$ cat src/rtl/speck_pkg.sv
// rtl/speck_pkg.sv - shared constants, FSM encodings and rotate helpers for SPECK32/64
package speck_pkg;

    localparam int unsigned WORD_W    = 16;
    localparam int unsigned KEY_WORDS = 4;
    localparam int unsigned ROUNDS    = 22;
    localparam int unsigned ALPHA     = 7;
    localparam int unsigned BETA      = 2;

    localparam logic [1:0] IDLE = 2'd0;
    localparam logic [1:0] DATA = 2'd1;
    localparam logic [1:0] KEY  = 2'd2;
    localparam logic [1:0] DONE = 2'd3;

    // Fixed-width right rotate; the doubled word keeps the wrapped bits
    function automatic logic [WORD_W-1:0] ror16(input logic [WORD_W-1:0] v, input int unsigned n);
        logic [2*WORD_W-1:0] t;
        t = {v, v} >> n;
        return t[WORD_W-1:0];
    endfunction

    // Fixed-width left rotate
    function automatic logic [WORD_W-1:0] rol16(input logic [WORD_W-1:0] v, input int unsigned n);
        logic [2*WORD_W-1:0] t;
        t = {v, v} << n;
        return t[2*WORD_W-1:WORD_W];
    endfunction

endpackage

$ cat src/rtl/speck32_round_ctrl_if.sv
// rtl/speck32_round_ctrl_if.sv - request/response handshakes and shared-adder port bundle
interface speck32_round_ctrl_if;
    import speck_pkg::*;

    logic                          in_valid;
    logic                          in_ready;
    logic [WORD_W*KEY_WORDS-1:0]   key;
    logic [2*WORD_W-1:0]           pt;
    logic                          out_valid;
    logic                          out_ready;
    logic [2*WORD_W-1:0]           ct;
    logic [WORD_W-1:0]             add_a;
    logic [WORD_W-1:0]             add_b;
    logic [WORD_W-1:0]             add_sum;

    // The controller side
    modport slave (
        input  in_valid, key, pt, out_ready, add_sum,
        output in_ready, out_valid, ct, add_a, add_b
    );

    // The requester side, which also hosts the external adder
    modport master (
        output in_valid, key, pt, out_ready, add_sum,
        input  in_ready, out_valid, ct, add_a, add_b
    );

endinterface

$ cat src/rtl/speck32_operand_mux.sv
// rtl/speck32_operand_mux.sv - adder operand selection and next-state datapath for one phase
module speck32_operand_mux #(
    parameter int unsigned ALPHA = speck_pkg::ALPHA,
    parameter int unsigned BETA  = speck_pkg::BETA
) (
    input  logic [1:0]  state_i,
    input  logic [4:0]  rnd_i,
    input  logic [15:0] x_i,
    input  logic [15:0] y_i,
    input  logic [15:0] k_i,
    input  logic [15:0] l0_i,
    input  logic [15:0] add_sum_i,
    output logic [15:0] add_a_o,
    output logic [15:0] add_b_o,
    output logic [15:0] x_nxt_o,
    output logic [15:0] y_nxt_o,
    output logic [15:0] k_nxt_o,
    output logic [15:0] lnew_o
);
    import speck_pkg::*;

    logic [15:0] data_mix;

    // Drive the shared adder only while a phase actually needs it
    always_comb begin
        add_a_o = '0;
        add_b_o = '0;
        case (state_i)
            DATA: begin
                add_a_o = ror16(x_i, ALPHA);
                add_b_o = y_i;
            end
            KEY: begin
                add_a_o = ror16(l0_i, ALPHA);
                add_b_o = k_i;
            end
            default: ;
        endcase
    end

    // Both phases share add_sum; the FSM picks which results it commits
    assign data_mix = add_sum_i ^ k_i;
    assign x_nxt_o  = data_mix;
    assign y_nxt_o  = rol16(y_i, BETA) ^ data_mix;
    assign lnew_o   = add_sum_i ^ {11'b0, rnd_i};
    assign k_nxt_o  = rol16(k_i, BETA) ^ lnew_o;

endmodule

$ cat src/rtl/speck32_round_ctrl.sv
// rtl/speck32_round_ctrl.sv - iterative SPECK32/64 encryptor time-sharing one external adder
module speck32_round_ctrl #(
    parameter int unsigned ROUNDS = speck_pkg::ROUNDS,
    parameter int unsigned ALPHA  = speck_pkg::ALPHA,
    parameter int unsigned BETA   = speck_pkg::BETA
) (
    input  logic                 clk,
    input  logic                 rst,
    speck32_round_ctrl_if.slave  bus
);
    import speck_pkg::*;

    localparam logic [4:0] LAST_RND = 5'(ROUNDS - 1);

    logic [1:0]  state_q, state_d;
    logic [4:0]  rnd_q, rnd_d;
    logic [15:0] x_q, x_d, y_q, y_d, k_q, k_d;
    logic [15:0] l0_q, l0_d, l1_q, l1_d, l2_q, l2_d;
    logic [15:0] x_nxt, y_nxt, k_nxt, lnew;

    speck32_operand_mux #(
        .ALPHA (ALPHA),
        .BETA  (BETA)
    ) u_mux (
        .state_i   (state_q),
        .rnd_i     (rnd_q),
        .x_i       (x_q),
        .y_i       (y_q),
        .k_i       (k_q),
        .l0_i      (l0_q),
        .add_sum_i (bus.add_sum),
        .add_a_o   (bus.add_a),
        .add_b_o   (bus.add_b),
        .x_nxt_o   (x_nxt),
        .y_nxt_o   (y_nxt),
        .k_nxt_o   (k_nxt),
        .lnew_o    (lnew)
    );

    // Sequencing: load in IDLE, alternate DATA/KEY, skip the last key update, hold in DONE
    always_comb begin
        state_d = state_q;
        rnd_d   = rnd_q;
        x_d     = x_q;
        y_d     = y_q;
        k_d     = k_q;
        l0_d    = l0_q;
        l1_d    = l1_q;
        l2_d    = l2_q;
        case (state_q)
            IDLE: begin
                if (bus.in_valid) begin
                    x_d     = bus.pt[31:16];
                    y_d     = bus.pt[15:0];
                    k_d     = bus.key[15:0];
                    l0_d    = bus.key[31:16];
                    l1_d    = bus.key[47:32];
                    l2_d    = bus.key[63:48];
                    rnd_d   = '0;
                    state_d = DATA;
                end
            end
            DATA: begin
                x_d     = x_nxt;
                y_d     = y_nxt;
                state_d = (rnd_q == LAST_RND) ? DONE : KEY;
            end
            KEY: begin
                k_d     = k_nxt;
                l0_d    = l1_q;
                l1_d    = l2_q;
                l2_d    = lnew;
                rnd_d   = rnd_q + 5'd1;
                state_d = DATA;
            end
            DONE: begin
                if (bus.out_ready) begin
                    state_d = IDLE;
                end
            end
            default: state_d = IDLE;
        endcase
    end

    // State registers; reset drops any job in flight
    always_ff @(posedge clk) begin
        if (rst) begin
            state_q <= IDLE;
            rnd_q   <= '0;
            x_q     <= '0;
            y_q     <= '0;
            k_q     <= '0;
            l0_q    <= '0;
            l1_q    <= '0;
            l2_q    <= '0;
        end else begin
            state_q <= state_d;
            rnd_q   <= rnd_d;
            x_q     <= x_d;
            y_q     <= y_d;
            k_q     <= k_d;
            l0_q    <= l0_d;
            l1_q    <= l1_d;
            l2_q    <= l2_d;
        end
    end

    assign bus.in_ready  = (state_q == IDLE);
    assign bus.out_valid = (state_q == DONE);
    assign bus.ct        = {x_q, y_q};

endmodule

$ cat src/flat_wrapper.sv
// flat-port wrapper written by rule: the top's interface ports become plain ports
module speck32_round_ctrl_flat import speck_pkg::*;
#(
    parameter int unsigned ROUNDS = speck_pkg::ROUNDS,
    parameter int unsigned ALPHA  = speck_pkg::ALPHA,
    parameter int unsigned BETA   = speck_pkg::BETA
)
  (clk, rst, bus_in_valid, bus_key, bus_pt, bus_out_ready, bus_add_sum, bus_in_ready, bus_out_valid, bus_ct, bus_add_a, bus_add_b);
  speck32_round_ctrl_if bus_i ();
  input  logic clk;
  input  logic rst;
  input wire logic [$bits(bus_i.in_valid)-1:0] bus_in_valid;
  input wire logic [$bits(bus_i.key)-1:0] bus_key;
  input wire logic [$bits(bus_i.pt)-1:0] bus_pt;
  input wire logic [$bits(bus_i.out_ready)-1:0] bus_out_ready;
  input wire logic [$bits(bus_i.add_sum)-1:0] bus_add_sum;
  output wire logic [$bits(bus_i.in_ready)-1:0] bus_in_ready;
  output wire logic [$bits(bus_i.out_valid)-1:0] bus_out_valid;
  output wire logic [$bits(bus_i.ct)-1:0] bus_ct;
  output wire logic [$bits(bus_i.add_a)-1:0] bus_add_a;
  output wire logic [$bits(bus_i.add_b)-1:0] bus_add_b;
  assign bus_i.in_valid = bus_in_valid;
  assign bus_i.key = bus_key;
  assign bus_i.pt = bus_pt;
  assign bus_i.out_ready = bus_out_ready;
  assign bus_i.add_sum = bus_add_sum;
  assign bus_in_ready = bus_i.in_ready;
  assign bus_out_valid = bus_i.out_valid;
  assign bus_ct = bus_i.ct;
  assign bus_add_a = bus_i.add_a;
  assign bus_add_b = bus_i.add_b;
  speck32_round_ctrl #(.ROUNDS(ROUNDS), .ALPHA(ALPHA), .BETA(BETA)) u_core (.clk(clk), .rst(rst), .bus(bus_i));
endmodule
$ cat config.mk
export PLATFORM = sky130hd
export DESIGN_NAME = speck32_round_ctrl_flat
export DESIGN_NICKNAME = d
export VERILOG_FILES = /design/src/rtl/speck_pkg.sv /design/src/rtl/speck32_round_ctrl_if.sv /design/src/rtl/speck32_operand_mux.sv /design/src/rtl/speck32_round_ctrl.sv /design/src/flat_wrapper.sv
export SDC_FILE = /design/constraint.sdc
export NUM_CORES = 1
export LEC_CHECK = 0
export BUFFER_PORTS_ARGS = -buffer_cell sky130_fd_sc_hd__clkbuf_2
export CELL_PAD_IN_SITES_DETAIL_PLACEMENT = 2
export CELL_PAD_IN_SITES_GLOBAL_PLACEMENT = 2
export CORE_MARGIN = 10
export CORE_UTILIZATION = 29
export CTS_CLUSTER_SIZE = 14
export DETAILED_ROUTE_END_ITERATION = 7
export PLACE_DENSITY = 0.8
export SLEW_MARGIN = 20
export SYNTH_ARGS = -nofsm -noshare
export SYNTH_HDL_FRONTEND = slang
export SYNTH_SLANG_ARGS = --single-unit
$ cat constraint.sdc
create_clock -name clk -period 1.99 [get_ports clk]
set_input_delay 0.2985 -clock clk [delete_from_list [all_inputs] [get_ports clk]]
set_output_delay 0.2985 -clock clk [all_outputs]
set_load 0.02 [all_outputs]
==> flow_metrics.py <==
metrics = {
    "drt": {
        "firstDrtPassIters": 5,
        "vias_per_cell": 5.23,
        "wl_per_cell_um": 22.7,
        "drtIter0Drc": 343,
        "totalWireLength_um": 25600,
        "drc_errors": 0,
        "drtAntennaViolNets": 0,
        "vias": 5898,
    },
    "layout": {
        "syn2layout_area_growth_pct": 35.7,
        "fill_cells": 2182,
        "antennaDiodeCount": 0,
        "drive_gt1_share_pct": 34.4,
        "layout.nets": 982,
    },
    "power_and_ir_drop": {
        "vdd_drop_max_v": 0.000531,
        "p_per_area_nw_per_um2": 980,
        "power.leakage_nw": 3.06,
        "power_mw": 7.61,
    },
    "floorplan": {
        "io_pins": 182,
        "die_x_um": 160,
        "num_rows": 51,
        "die_area_um2": 25800,
        "start_util_pct": 29.4,
        "core_um2": 19500,
        "die_h_um": 160,
    },
    "global_routing": {
        "grt_pass1_vias": 6471,
        "met1_usage_pct": 23.2,
        "grt-ovfl-total": 0,
        "use_met2_pct": 32.0,
        "antenna_found_initial": 1,
        "grt_max_degree": 39,
        "busiest_layer": "met2",
        "grt_use_met3_pct": 2.97,
        "grt_pass1_wl_um": 38000,
        "grt_use_total_pct": 18.5,
    },
    "clocking": {
        "cts_root_buffer": "clkbuf_16",
        "clockBufferDepth": 2,
        "numClockSinks": 103,
        "cts_buffers": 9,
        "cts_hold_buf": 0,
        "h-tree-depth": 3,
        "clk_pin_slew_ns": 0.08,
        "cts_tree": "yes",
        "clk_latency_ns": 0.36,
    },
    "timing": {
        "tns_ns": 0,
        "hold_viol": 0,
        "tightest_slew_ns": 0.476,
        "period_share_pct": 98.6,
        "setup_viol": 0,
        "slew_headroom_pct": 68.0,
        "holdWs_ns": 0.253,
        "min_period_ns": 1.96,
        "rsz0062_at_grt": "yes",
        "fmax_mhz": 510,
        "skew_ns": 0.0143,
        "final-max-slew-violation-count": 0,
    },
    "logic_synthesis": {
        "synth.cell_area_um2": 5720,
        "ys.flop_type": "dfxtp_1",
        "async_reset_ff_share_pct": 0,
        "synth_edf_count": 0,
        "synth.avg_cell_area_um2": 8.48,
        "ys_types": 33,
        "ys_warn_count": 0,
        "synth-seq-cells": 103,
        "ys_seq_area_share_pct": 36.0,
        "synthCells": 675,
        "syn_nets": 799,
    },
    "worst_setup_path": {
        "crit_path_end": "bus_add_b[5]",
        "crit_fanout": 7,
        "r2r-end": "u_core.x_q[6]$_SDFFE_PP0P_",
        "end_kind": "output port",
        "crit_arrival_ns": 1.66,
        "critPathLaunch": "u_core.state_q[1]$_SDFFE_PP0P_",
        "cp_data_required_time_ns": 1.69,
        "cp-start-kind": "flip-flop",
        "critPathKind": "flip-flop to output port",
        "r2r_start": "u_core.state_q[0]$_SDFFE_PP0P_",
        "reg2reg_slack_ns": 0.13,
        "reg2reg_depth": 9,
    },
    "place": {
        "port_buffers": 181,
        "dp_hpwl_um": 18700,
        "gp_congestion": 0.813,
    },
    "run": {
        "drv_cap": 0,
    },
    "status": {
        "status": "finished, final reports clean",
    },
    "min_path": {
        "hold_class": "input pin to flip-flop",
    },
}
metal layers:
| metal | part of all wire [%] | vias to the layer above |
|---|---|---|
| li1 | - | 2800 |
| met1 | 46 | 2950 |
| met2 | 49 | 131 |
| met3 | 3.8 | 17 |
| met4 | 1.0 | 0 |
| met5 | 0 | - |
critical path: stages, from the launching register on:
cell      delay (ns)
dfxtp_2         0.33
inv_2           0.12
ha_4            0.20
buf_12          0.14
buf_12          0.12
a22oi_2         0.06
nor2b_1         0.15
clkbuf_4        0.20
metrics by stage:
stage | setup WS (ns) | cells | instance area, um^2 | util, %
2_1_floorplan | 0.125 | 675 | 5720 | -
4_1_cts | -0.0277 | 1116 | 7520 | 38.6
3_3_place_gp | 0.135 | 1091 | 7000 | 35.9
6_report | 0.0274 | 1128 | 7770 | 39.9
5_1_grt | -0.0518 | 1128 | 7770 | 39.9
3_5_place_dp | 0.0377 | 1091 | 7000 | 35.9
power by group:
part,leakage [nW],total (mW),switching [mW],internal (mW)
registers,0.851,2.77,0.367,2.40
logic,2.08,3.06,1.73,1.33
clock network,0.134,1.78,0.912,0.867
total,3.06,7.61,3.01,4.60
timing repair:
item,CTS,global route
pin swaps,4,6
hold endpoints to repair,0,0
resized for setup,41,37
buffers inserted,8,7
endpoints found under the setup margin,32,104
cloned,1,5
flip-flops by register name, summed over array words and instances, names as in the netlist:
signal,count
u_core.k_q,16
u_core.l2_q,16
u_core.l0_q,16
u_core.x_q,16
u_core.y_q,16
u_core.l1_q,16
u_core.rnd_q,5
u_core.state_q,2
cell type report:
cell class              count  area [um^2]  area share (%)
multi-input cells         499         3480            44.8
well taps                 265          332            4.27
clock buffers               9          225            2.90
inverters                  12         47.5           0.612
repair buffers            233         1560            20.1
flip-flops and latches    103         2060            26.6
clock inverters             7         57.6           0.741
synth_stat cells, types with 5 or more instances:
master | instances | area share [%]
xnor2_1 | 32 | 4.9
a211o_1 | 32 | 4.9
nor2_1 | 93 | 6.1
nand2_1 | 41 | 2.7
a211oi_2 | 10 | 2.2
nand2b_1 | 7 | 0.76
clkbuf_1 | 34 | 2.2
ha_1 | 8 | 1.7
a21oi_1 | 55 | 4.8
o21ai_0 | 6 | 0.52
dfxtp_1 | 103 | 36
inv_1 | 11 | 0.72
buf_2 | 19 | 1.7
o221a_2 | 5 | 0.98
nand3_1 | 18 | 1.6
a211oi_1 | 33 | 4.3
a311oi_1 | 17 | 2.6
or3_1 | 16 | 1.7
a22oi_1 | 32 | 4.2
mux2i_1 | 50 | 8.7
nor2b_1 | 32 | 3.5
cells in the final DEF, fill, tap and decap left out, types with 3 or more instances in the layout:
| master | count |
|---|---|
| nand2_1 | 41 |
| buf_12 | 7 |
| ha_1 | 4 |
| a211o_1 | 32 |
| a22oi_2 | 13 |
| clkbuf_4 | 11 |
| a311oi_1 | 17 |
| a211oi_1 | 33 |
| xnor2_1 | 32 |
| clkbuf_2 | 158 |
| a21oi_1 | 55 |
| o221a_2 | 5 |
| a22oi_1 | 19 |
| inv_1 | 9 |
| buf_2 | 3 |
| a211oi_2 | 10 |
| buf_4 | 43 |
| buf_6 | 4 |
| nor2b_1 | 26 |
| ha_4 | 3 |
| clkbuf_16 | 13 |
| or3_1 | 16 |
| o21ai_0 | 6 |
| nand3_1 | 18 |
| nor2_1 | 93 |
| dfxtp_1 | 101 |
| mux2i_1 | 48 |
| nor2b_2 | 5 |
| nand2b_1 | 7 |
worst min-delay path by stage:
stage / cells after the start / from / endpoint
after global placement: 2 / u_core.x_q[8]$_SDFFE_PP0P_ / u_core.x_q[8]$_SDFFE_PP0P_
after floorplan: 2 / u_core.l2_q[0]$_SDFFE_PP0P_ / u_core.l2_q[0]$_SDFFE_PP0P_
after detailed placement: 2 / u_core.x_q[1]$_SDFFE_PP0P_ / u_core.x_q[1]$_SDFFE_PP0P_
after global routing: 3 / bus_key[41] / u_core.l1_q[9]$_SDFFE_PP0P_
final: 3 / bus_key[45] / u_core.l1_q[13]$_SDFFE_PP0P_
after CTS: 3 / bus_key[45] / u_core.l1_q[13]$_SDFFE_PP0P_
cell families after synthesis:
| group | Yosys count | share of synthesized area [%] |
|---|---|---|
| mux | 52 | 9.20 |
| fa+ha+maj | 8 | 1.75 |
| compound gates | 195 | 25.2 |
| flops | 103 | 36.0 |
| simple gates | 211 | 16.9 |
| buf+inv | 74 | 5.99 |
| xor+xnor | 32 | 4.90 |
(Power assumes the default switching activity.)
